File: config.mk
export PLATFORM = sky130hd
export DESIGN_NAME = stack_unit
export DESIGN_NICKNAME = d
export VERILOG_FILES = /design/src/rtl/stack_unit_pkg.sv /design/src/rtl/stack_ram.sv /design/src/rtl/stack_unit.sv
export SDC_FILE = /design/constraint.sdc
export NUM_CORES = 1
export LEC_CHECK = 0
export CAP_MARGIN = 20
export CORE_ASPECT_RATIO = 0.8
export CORE_MARGIN = 8
export CORE_UTILIZATION = 54
export CTS_BUF_LIST = sky130_fd_sc_hd__clkbuf_16
export CTS_CLUSTER_DIAMETER = 60
export DETAILED_ROUTE_END_ITERATION = 16
export PLACE_DENSITY = 0.79
export SYNTH_ARGS = -nofsm -noshare
export SYNTH_HDL_FRONTEND = slang
export SYNTH_SLANG_ARGS = --single-unit
File: constraint.sdc
create_clock -name clk -period 4.2 [get_ports clk]
set_clock_uncertainty 0.2 [all_clocks]
set_input_delay 0.63 -clock clk [delete_from_list [all_inputs] [get_ports clk]]
set_output_delay 0.63 -clock clk [all_outputs]
set_load 0.1 [all_outputs]
File: src/rtl/stack_unit_pkg.sv
// Shared opcode, write-back select and sizing constants for the stack unit and its decoder.
// Also defines the pointer-state encoding derived from the stack pointer.
package stack_unit_pkg;

  localparam logic [3:0] OP_PUSH    = 4'b1110;
  localparam logic [3:0] OP_POP     = 4'b1111;
  localparam logic [1:0] WD_POP     = 2'b10;
  localparam int         DATA_W_DEF = 16;
  localparam int         DEPTH_DEF  = 16;

  typedef enum logic [1:0] {
    PS_EMPTY   = 2'd0,
    PS_PARTIAL = 2'd1,
    PS_FULL    = 2'd2
  } ptr_state_e;

  typedef struct packed {
    logic push;
    logic pop;
  } stack_op_t;

endpackage

File: src/rtl/stack_ram.sv
// Stack storage: DEPTH x DATA_W, one synchronous write port, one asynchronous read port.
// Write lands on the rising edge; read is combinational; no backpressure.
module stack_ram #(
  parameter int DATA_W = 16,
  parameter int DEPTH  = 16,
  parameter int AW     = $clog2(DEPTH)
) (
  input  logic              clk,
  input  logic              we,
  input  logic [AW-1:0]     waddr,
  input  logic [DATA_W-1:0] wdata,
  input  logic [AW-1:0]     raddr,
  output logic [DATA_W-1:0] rdata
);

  logic [DATA_W-1:0] mem [DEPTH];

  always_ff @(posedge clk) begin
    if (we) mem[waddr] <= wdata;
  end

  assign rdata = mem[raddr];

endmodule

File: src/rtl/stack_unit.sv
// LIFO stack for PUSH/POP with sticky overflow/underflow flags; top-of-stack readable with zero latency.
// Updates on the rising edge only while en=1; en=0 stalls with no state change, there is no backpressure.
module stack_unit
  import stack_unit_pkg::*;
#(
  parameter int DATA_W = DATA_W_DEF,
  parameter int DEPTH  = DEPTH_DEF,
  parameter int PTR_W  = $clog2(DEPTH) + 1
) (
  input  logic              clk,
  input  logic              rst_n,
  input  logic              en,
  input  logic              push,
  input  logic              pop,
  input  logic [DATA_W-1:0] push_data,
  input  logic              clr_err,
  output logic [DATA_W-1:0] pop_data,
  output logic [PTR_W-1:0]  sp,
  output logic              empty,
  output logic              full,
  output logic              ovf,
  output logic              unf
);

  localparam int               AW     = $clog2(DEPTH);
  localparam logic [PTR_W-1:0] SP_MAX = PTR_W'(DEPTH);

  logic [PTR_W-1:0]  sp_q, sp_d;
  logic              ovf_q, unf_q, ovf_set, unf_set;
  logic              we;
  logic [AW-1:0]     waddr, top_idx;
  logic [DATA_W-1:0] rd_dat;
  ptr_state_e        pst;
  stack_op_t         op;

  assign op      = '{push: push, pop: pop};
  assign top_idx = sp_q[AW-1:0] - AW'(1);

  always_comb begin
    pst = PS_PARTIAL;
    if (sp_q == '0)         pst = PS_EMPTY;
    else if (sp_q == SP_MAX) pst = PS_FULL;
  end

  always_comb begin
    sp_d    = sp_q;
    we      = 1'b0;
    waddr   = sp_q[AW-1:0];
    ovf_set = 1'b0;
    unf_set = 1'b0;
    unique case ({op.push, op.pop})
      2'b10: begin
        if (pst == PS_FULL) begin
          ovf_set = 1'b1;
        end else begin
          we   = 1'b1;
          sp_d = sp_q + PTR_W'(1);
        end
      end
      2'b01: begin
        if (pst == PS_EMPTY) unf_set = 1'b1;
        else                 sp_d    = sp_q - PTR_W'(1);
      end
      2'b11: begin
        // Simultaneous push+pop replaces the top; on an empty stack it degrades to a push.
        we = 1'b1;
        if (pst == PS_EMPTY) sp_d  = sp_q + PTR_W'(1);
        else                 waddr = top_idx;
      end
      default: ;
    endcase
  end

  always_ff @(posedge clk or negedge rst_n) begin
    if (!rst_n) begin
      sp_q  <= '0;
      ovf_q <= 1'b0;
      unf_q <= 1'b0;
    end else if (en) begin
      sp_q  <= sp_d;
      ovf_q <= ovf_set | (ovf_q & ~clr_err);
      unf_q <= unf_set | (unf_q & ~clr_err);
    end
  end

  // Storage is not reset, so a write pending while rst_n is low must be suppressed here.
  stack_ram #(
    .DATA_W (DATA_W),
    .DEPTH  (DEPTH),
    .AW     (AW)
  ) u_ram (
    .clk   (clk),
    .we    (we & en & rst_n),
    .waddr (waddr),
    .wdata (push_data),
    .raddr (top_idx),
    .rdata (rd_dat)
  );

  assign pop_data = (pst == PS_EMPTY) ? '0 : rd_dat;
  assign sp       = sp_q;
  assign empty    = (pst == PS_EMPTY);
  assign full     = (pst == PS_FULL);
  assign ovf      = ovf_q;
  assign unf      = unf_q;

endmodule

# After elaboration in Yosys (flattened, before gate mapping)
# Memories as Yosys holds them, arrays and structs flattened.
# Cells that the tools add are included.
[totals] regBits=7 ram_bits=256 in_bits=22 output_inout_bits=25 wordCells=43 mem_count=1
[classes] addsub=3 n_eq_ne=8 mux=17 bitwise_logic=7 n_reduce_logical=4
[mem_list] name="u_ram.mem" words=16 word_bits=16 rd=1 rd_ports_with_merged_regs=0 wr=1 line="stack_ram.sv:16" source="logic [DATA_W-1:0] mem [DEPTH];"
[op_table] op="$mux 16" n=1
[op_table] op="$mux 5" n=3
[op_table] op="$pmux 5 s3" n=1
[op_table] op="$mux 4" n=2
[op_table] op="$mux 1" n=7
[op_table] op="$eq 2x2->1 const B" n=3
[op_table] op="$ne 2x2->1 const B" n=3
[op_table] op="$add 5x1->5 const B" n=1
[op_table] op="$eq 5x5->1 const B" n=1
[op_table] op="$logic_not 5->1" n=1
[op_table] op="$reduce_and 5->1" n=1
[op_table] op="$sub 5x1->5 const B" n=1
[op_table] op="$and 1x1->1" n=4
[op_table] op="$mux 2" n=2
[op_table] op="$sub 4x1->4 const B" n=1
[op_table] op="$reduce_bool 3->1" n=1
[op_table] op="$eq 2x1->1 const B" n=1
[op_table] op="$logic_not 2->1" n=1
[op_table] op="$or 1x1->1" n=2
[op_table] op="$pmux 1 s2" n=1
[op_table] op="$not 1->1" n=1

# Longest topological paths before layout
# Gate-level depths: netlist of run 1.
[depth] depth_word=10 depth_mapped=10 mapped_depth_nobuf=7

# Cells and area by module
# Synthesis of run 1 repeated with hierarchy kept, for this count alone.
[hier_totals] hier_cells=496 area_unflattened_um2=10463.8
[by_module_without_submodules] module="stack_ram" instances=1 cells_per_inst=416 area_each_um2=9723.1 seq_area_each_um2=7687.4
[by_module_without_submodules] module="stack_unit" instances=1 cells_per_inst=80 area_each_um2=740.7 seq_area_each_um2=175.2

# Worst setup path after synthesis of run 1
# OpenSTA, ideal clock, no wires.
[synth_path] path_kind="flip-flop to output port" from="reg sp_q[0], in the netlist sp[0]" to="out pop_data[15]" arrival_time_ps=4177 t_required_ps=3370 slack_ps=-807 path_stages_with_launch=10 n_path_buf=4 path_cell_list="dfrtp_1 clkbuf_1 inv_1 ha_1 clkbuf_1 buf_2 clkbuf_1 mux4_2 mux2i_1 o22ai_1"
[synth_between] elab_chain_cells=5 elab_cells_between_ends=8 cone_classes="1 x add/sub; 1 x eq/ne; 3 x mux; 2 x reduce/logical; 1 x memory"
[synth_lines] element="start: declaration" line="stack_unit.sv:28" source="logic [PTR_W-1:0] sp_q, sp_d;"
[synth_lines] element="start signal: assignment" line="stack_unit.sv:80" source="sp_q <= sp_d;"
[synth_lines] element="branches (longest 4 deep; another with $mem_v2 16x16)"
[synth_lines] element="$mux 16 *" line="stack_unit.sv:100" source="assign pop_data = (pst == PS_EMPTY) ? '0 : rd_dat;"
[synth_lines] element="end: declaration" line="stack_unit.sv:17" source="output logic [DATA_W-1:0] pop_data,"
# Mark *: on every way between the ends.

# Worst setup path in the final report of run 1
[layout_path] from="reg sp_q[2], in the netlist sp[2]" to="out pop_data[15]"
# The elaborated chain is that of the path after synthesis.

==> results.sh, run 1 <==
export IMPL_outcome="complete, no violations"
export IMPL_clock_latency_on_the_worst_skew_pair_ns=0.52
export IMPL_relSlewSlack=0.3276
export IMPL_rr_worst_depth=7
export IMPL_die_h_um=140.8
export IMPL_synth_top_cell_area_share=0.7310
export IMPL_first_global_vias=5550
export IMPL_grt_max_degree=73
export IMPL_critical_path_data_required_time_ns=3.37
export IMPL_yosysSeqAreaShare=0.7477
export IMPL_core_um2=19030
export IMPL_finish_net_count=601
export IMPL_final_min_period_over_clock_period=0.9298
export IMPL_final_period_minus_worst_setup_slack_ns=3.905
export IMPL_ys_ff_latch=263
export IMPL_drt_first_iter_violations=472
export IMPL_die_w_um=172.0
export IMPL_rrSetupSlack_ns=0.66
export IMPL_number_of_enable_type_register_cells_in_the_synthesized_netlist=256
export IMPL_avgViaCountPerCell=6.147
export IMPL_syn2layout_area_growth_pct=22.21
export IMPL_route_detailed_wl_per_inst_um=25.99
export IMPL_synth_ff_type="edfxtp_1"
export IMPL_critical_path_slowest_cell="dfrtp_1"
export IMPL_antenna_violations_before_repair=0
export IMPL_initial_core_util=0.5526
export IMPL_number_of_distinct_library_cell_variants_in_the_gate_level_netlist_after_synthesis=45
export IMPL_clk_transition_reported_paths_ns=0.06
export IMPL_worst_setup_path_start_kind="flop"
export IMPL_met1_usage=0.2601
export IMPL_detail_route_first_pass_iterations=5
export IMPL_path_class="flop to output port"
export IMPL_synth_net_count=518
export IMPL_cts_sinks=263
export IMPL_postLayoutSetupSlackWorst_ns=0.2949
export IMPL_groute_layer_met2_usage=0.3062
export IMPL_regToRegEndpoint="u_ram.mem[8][11]$_DFFE_PP_"
export IMPL_ctsLongestPathBuffers=3
export IMPL_place_congestion=0.9040
export IMPL_drive_gt1_frac=0.3373
export IMPL_portion_of_netlist_area_occupied_by_mux_cells=0.1753
export IMPL_fillers=1214
export IMPL_synth_simple_gate_area_share=0.02130
export IMPL_hold_buffers=0
export IMPL_postRouteWirelength_um=22120
export IMPL_post_synth_cell_area_avg_um2=21.46
export IMPL_placed_cells_incl_taps=803
export IMPL_cts_post_setup_buffers_inserted=0
export IMPL_synth_top_cells_by_count="edfxtp_1, mux4_2, mux2i_1"
export IMPL_drv_slew=0
export IMPL_port_buffers=46
export IMPL_max_stage_delay_ns=0.57
export IMPL_timing_critical_path_buf_inv=1
export IMPL_worstPathMaxFanout=14
export IMPL_maxCapViolations=0
export IMPL_grt_met3_usage=0.03069
export IMPL_cts_root_buf="clkbuf_16"
export IMPL_area_of_all_placed_cells_without_fillers_um2=12850
export IMPL_die_area_um2=24220
export IMPL_place_ws_ns=0.4836
export IMPL_grt_ovfl_total=0
export IMPL_tritoncts_num_buffers=26
export IMPL_vias=5231
export IMPL_finalNonFillerCells=851
export IMPL_yosysMostFrequentCell="edfxtp_1"
export IMPL_ctsHtreeMaxLevel=1
export IMPL_async_flop_share=0.02662
export IMPL_post_synthesis_instance_area_um2=10520
export IMPL_xor_xnor_share_of_the_synthesized_area=0.004164
export IMPL_worst_setup_end_kind="output port"
export IMPL_crit_top_cell="or3_1"
export IMPL_insertedDiodeCount=0
export IMPL_drtAntennaViolNets=0
export IMPL_synth_area_leader="edfxtp_1"
export IMPL_grt_use_total=0.1881
export IMPL_post_dp_cell_area_um2=12050
export IMPL_crit_arrival_ns=3.08
export IMPL_highest_clock_frequency_the_design_can_meet_mhz=256.1
export IMPL_ctsResizeCount=0
export IMPL_setup_violating_endpoint_count_in_the_final_report=0
export IMPL_synth_fa_ha_area_frac=0.007852
export IMPL_delay_heaviest_family_cp="simple AND/OR/NAND/NOR gates"
export IMPL_critical_path_startpoint="sp[2]$_DFFE_PN0P_"
export IMPL_cts_tree="built"
export IMPL_yosysWarningCount=0
export IMPL_dp_hpwl_um=13530
export IMPL_grt_most_used_layer="met2"
export IMPL_core_rowCount=45
export IMPL_design_portCount=47
export IMPL_drcViolationCount=0
export IMPL_worst_pin_slew_ns=1.005
export IMPL_grt_setup_unrepaired="false"
export IMPL_grt_first_pass_wirelength_um=34040
export IMPL_cp_cell_sequence="or3_1 -> or3_1 -> and2_2 -> o22ai_2 -> buf_12"
export IMPL_finalHoldViolations=0
export IMPL_synthesis_instances=490
export IMPL_leading_cell_types_by_total_area_after_synthesis="edfxtp_1, mux4_2, mux2i_1, dfrtp_1, o22ai_1"
export IMPL_synth_compound_area_frac=0.03022
export IMPL_synth_top_family_by_area="multiplexers"
export IMPL_critical_path_reg2reg_startpoint="sp[0]$_DFFE_PN0P_"
export IMPL_timing_hold_worst_class="input pin to async pin"
==> metal layers <==
layer	vias to the layer above	share of wire
met1	2753	0.41
met2	193	0.51
met4	0	0.024
met3	40	0.055
met5	-	0
li1	2245	-
==> cells by family (layout without fill, tap and decap cells) <==
group / after synthesis / count (layout)
buf+inv: 30 / 133
fa+ha+maj: 6 / 6
flops: 263 / 263
compound gates: 45 / 45
simple gates: 39 / 39
mux: 102 / 102
xor+xnor: 5 / 5
==> state kept, by name, summed over array words and instances, names as in the netlist <==
register,count
u_ram.mem,256
unf,1
sp,5
ovf,1
==> stage by stage <==
step | util | hold WS [ns] | setup TNS, ns
5_1_grt | 0.6753 | 0.2107 | 0
3_5_place_dp | 0.6332 | 0.2952 | 0
6_report | 0.6753 | 0.2049 | 0
2_1_floorplan | - | 0.1344 | -43.98
4_1_cts | 0.6753 | 0.1998 | 0
3_3_place_gp | 0.6332 | 0.2960 | 0
==> final cells by class <==
| type | instances | area [um^2] | area share |
|---|---|---|---|
| clock buffers | 27 | 675.6 | 0.05257 |
| clock inverters | 21 | 126.4 | 0.009833 |
| inverters | 3 | 11.26 | 0.0008762 |
| multi-input cells | 197 | 2904 | 0.2260 |
| flip-flops and latches | 263 | 7866 | 0.6121 |
| well taps | 258 | 322.8 | 0.02512 |
| repair buffers | 82 | 945.9 | 0.07360 |
==> placed cells by master (no fill, tap or decap), types with 2 or more instances in the layout <==
| master | count |
|---|---|
| nor3b_1 | 2 |
| clkdlybuf4s50_1 | 27 |
| ha_1 | 4 |
| clkbuf_16 | 27 |
| a31oi_1 | 4 |
| clkinv_1 | 6 |
| edfxtp_1 | 256 |
| a21o_1 | 2 |
| o22ai_4 | 15 |
| nand2_1 | 8 |
| nor2_1 | 3 |
| mux2i_1 | 33 |
| or3_1 | 3 |
| nor2b_1 | 2 |
| and2_1 | 2 |
| mux4_2 | 64 |
| a211oi_1 | 2 |
| nand3_1 | 2 |
| buf_12 | 21 |
| dfrtp_1 | 6 |
| nor3_2 | 8 |
| nor4_1 | 2 |
| a21oi_1 | 5 |
| buf_4 | 34 |
| xnor2_1 | 2 |
| a211oi_4 | 8 |
| clkinvlp_4 | 2 |
| inv_1 | 12 |
| mux2_4 | 4 |
| xor2_1 | 2 |
==> how the worst max path moves through the flow <==
stage	endpoint	slack, ns	cells after the start
final	pop_data[15]	0.29	5
after global routing	pop_data[15]	0.17	5
after CTS	pop_data[15]	0.27	5
after detailed placement	u_ram.mem[6][8]$_DFFE_PP_	0.48	5
after global placement	u_ram.mem[7][13]$_DFFE_PP_	0.57	5
after floorplan	u_ram.mem[5][0]$_DFFE_PP_	-0.44	9
Power of run 1 is left out: the tool's default activity adds up to more than one toggle a clock period on the data nets, which glitch-free logic cannot reach.
==> inputs of run 2 (changes only) <==
--- a/config.mk
+++ b/config.mk
@@ -16,3 +16,4 @@
 export SYNTH_ARGS = -nofsm -noshare
 export SYNTH_HDL_FRONTEND = slang
 export SYNTH_SLANG_ARGS = --single-unit
+export TNS_END_PERCENT = 10
==> run 2 against run 1 <==
Final cell count shrank 0.59%. Sequential cell count is the same. Die area is the same. Non-clock buffer count shrank 2. Global-route usage shrank 0.48 points. Worst hold slack lost 0.013 ns. Register-to-register slack gained 0.22 ns. Critical path depth is the same. Design area shrank 0.51%. Via count shrank 0.59%. Core utilization shrank 0.34 points. Count of clock-buffer cells in the layout shrank 2. Critical path type unchanged.
==> results.sh, run 2 (synthesized netlist as in run 1, its figures left out) <==
export IMPL_hold_buffers=0
export IMPL_largest_register_ffs=256
export IMPL_place_congestion=0.7597
export IMPL_cts_tree="built"
export IMPL_maxCapViolations=0
export IMPL_setup_violating_endpoint_count_in_the_final_report=0
export IMPL_finish_net_count=598
export IMPL_ctsHtreeMaxLevel=1
export IMPL_clock_latency_on_the_worst_skew_pair_ns=0.52
export IMPL_registers_top_by_ff_count="u_ram.mem"
export IMPL_final_cell_mix="edfxtp_1, mux4_2, mux2i_1"
export IMPL_max_stage_delay_ns=0.58
export IMPL_initial_core_util=0.5526
export IMPL_crit_arrival_ns=3.11
export IMPL_timing_hold_worst_class="input pin to async pin"
export IMPL_grt_use_total=0.1834
export IMPL_critical_path_slowest_cell="dfrtp_1"
export IMPL_die_area_um2=24220
export IMPL_cp_cell_sequence="or3_1 -> or3_1 -> and2_2 -> o22ai_4 -> buf_12"
export IMPL_tritoncts_num_buffers=25
export IMPL_grt_ovfl_total=0
export IMPL_insertedDiodeCount=0
export IMPL_vias=5200
export IMPL_ctsResizeCount=0
export IMPL_cts_root_buf="clkbuf_16"
export IMPL_worst_setup_path_start_kind="flop"
export IMPL_rrSetupSlack_ns=0.88
export IMPL_outcome="complete, no violations"
export IMPL_postLayoutSetupSlackWorst_ns=0.2552
export IMPL_finalCoreUtilization=0.6719
export IMPL_clk_transition_reported_paths_ns=0.06
export IMPL_postRouteWirelength_um=21860
export IMPL_critical_path_data_required_time_ns=3.37
export IMPL_highest_clock_frequency_the_design_can_meet_mhz=253.5
export IMPL_drv_slew=0
export IMPL_grt_setup_unrepaired="false"
export IMPL_core_um2=19030
export IMPL_core_rowCount=45
export IMPL_final_common_cell="edfxtp_1"
export IMPL_drtAntennaViolNets=0
export IMPL_drive_gt1_frac=0.3401
export IMPL_place_ws_ns=0.7323
export IMPL_cts_sinks=263
export IMPL_crit_top_cell="or3_1"
export IMPL_design_portCount=47
export IMPL_grt_first_pass_wirelength_um=33090
export IMPL_syn2layout_area_growth_pct=21.59
export IMPL_drt_first_iter_violations=440
export IMPL_grt_max_degree=69
export IMPL_avgViaCountPerCell=6.147
export IMPL_port_buffers=46
export IMPL_path_class="flop to output port"
export IMPL_dp_hpwl_um=13700
export IMPL_worstPathMaxFanout=14
export IMPL_final_period_minus_worst_setup_slack_ns=3.945
export IMPL_antenna_violations_before_repair=0
export IMPL_final_min_period_over_clock_period=0.9392
export IMPL_die_w_um=172.0
export IMPL_worst_pin_slew_ns=1.006
export IMPL_first_global_vias=5399
export IMPL_finalHoldViolations=0
export IMPL_drcViolationCount=0
export IMPL_die_h_um=140.8
export IMPL_detail_route_first_pass_iterations=5
export IMPL_worst_setup_end_kind="output port"
export IMPL_relSlewSlack=0.3296
export IMPL_ctsLongestPathBuffers=3
export IMPL_route_detailed_wl_per_inst_um=25.84
export IMPL_cts_post_setup_buffers_inserted=0
## run 2: cell count changes in the layout (fill, tap and decap cells not counted), sizes merged
cell      delta
inv          -7
clkinv       +7
buf          -2
clkinvlp     -1
clkbuf       -2
## run 2: metal layers
layer | vias up | track usage | part of all wire
li1 | 2234 | - | -
met1 | 2747 | 0.2522 | 0.42
met2 | 185 | 0.2944 | 0.50
met3 | 34 | 0.03962 | 0.064
met4 | 0 | 0.04846 | 0.023
met5 | - | 0 | 0
## run 2: critical path, delay by kind of cell, from the launching register on
kind	cells	cell delay [ns]
AND/OR/NAND/NOR	3	1.44
flip-flops	1	0.58
buffers and inverters	1	0.21
AO/OA/AOI/OAI	1	0.35
## run 2: layout make-up
type	instances	area (um^2)
Clock buffer	25	625.6
Clock inverter	20	140.1
Fill cell	1228	6243
Inverter	3	11.26
Tap cell	258	322.8
Timing Repair Buffer	80	943.4
Multi-Input combinational cell	197	2878
Sequential cell	263	7866
## run 2: path summary, 6_finish.rpt
check / from / endpoint / cells past startpoint
setup / recovery: sp[2]$_DFFE_PN0P_ / pop_data[3] / 5
hold / removal: rst_n / unf$_DFFE_PN0P_ / 1
setup reg to reg: sp[0]$_DFFE_PN0P_ / u_ram.mem[3][9]$_DFFE_PP_ / 8
hold reg to reg: ovf$_DFFE_PN0P_ / ovf$_DFFE_PN0P_ / 1
max in group asynchronous: rst_n / sp[0]$_DFFE_PN0P_ / 1
min in group clk: ovf$_DFFE_PN0P_ / ovf$_DFFE_PN0P_ / 1
## run 2: through the flow
step | cell area [um^2] | setup TNS (ns) | instances | hold slack, ns
after CTS | 12790 | 0 | 846 | 0.1772
after detailed placement | 12020 | 0 | 801 | 0.2998
after global placement | 12020 | 0 | 801 | 0.2880
after floorplan | 10750 | -61.80 | 490 | 0.1344
final | 12790 | 0 | 846 | 0.1918
after global routing | 12790 | 0 | 846 | 0.1942
Power of run 2 is left out for the same reason.
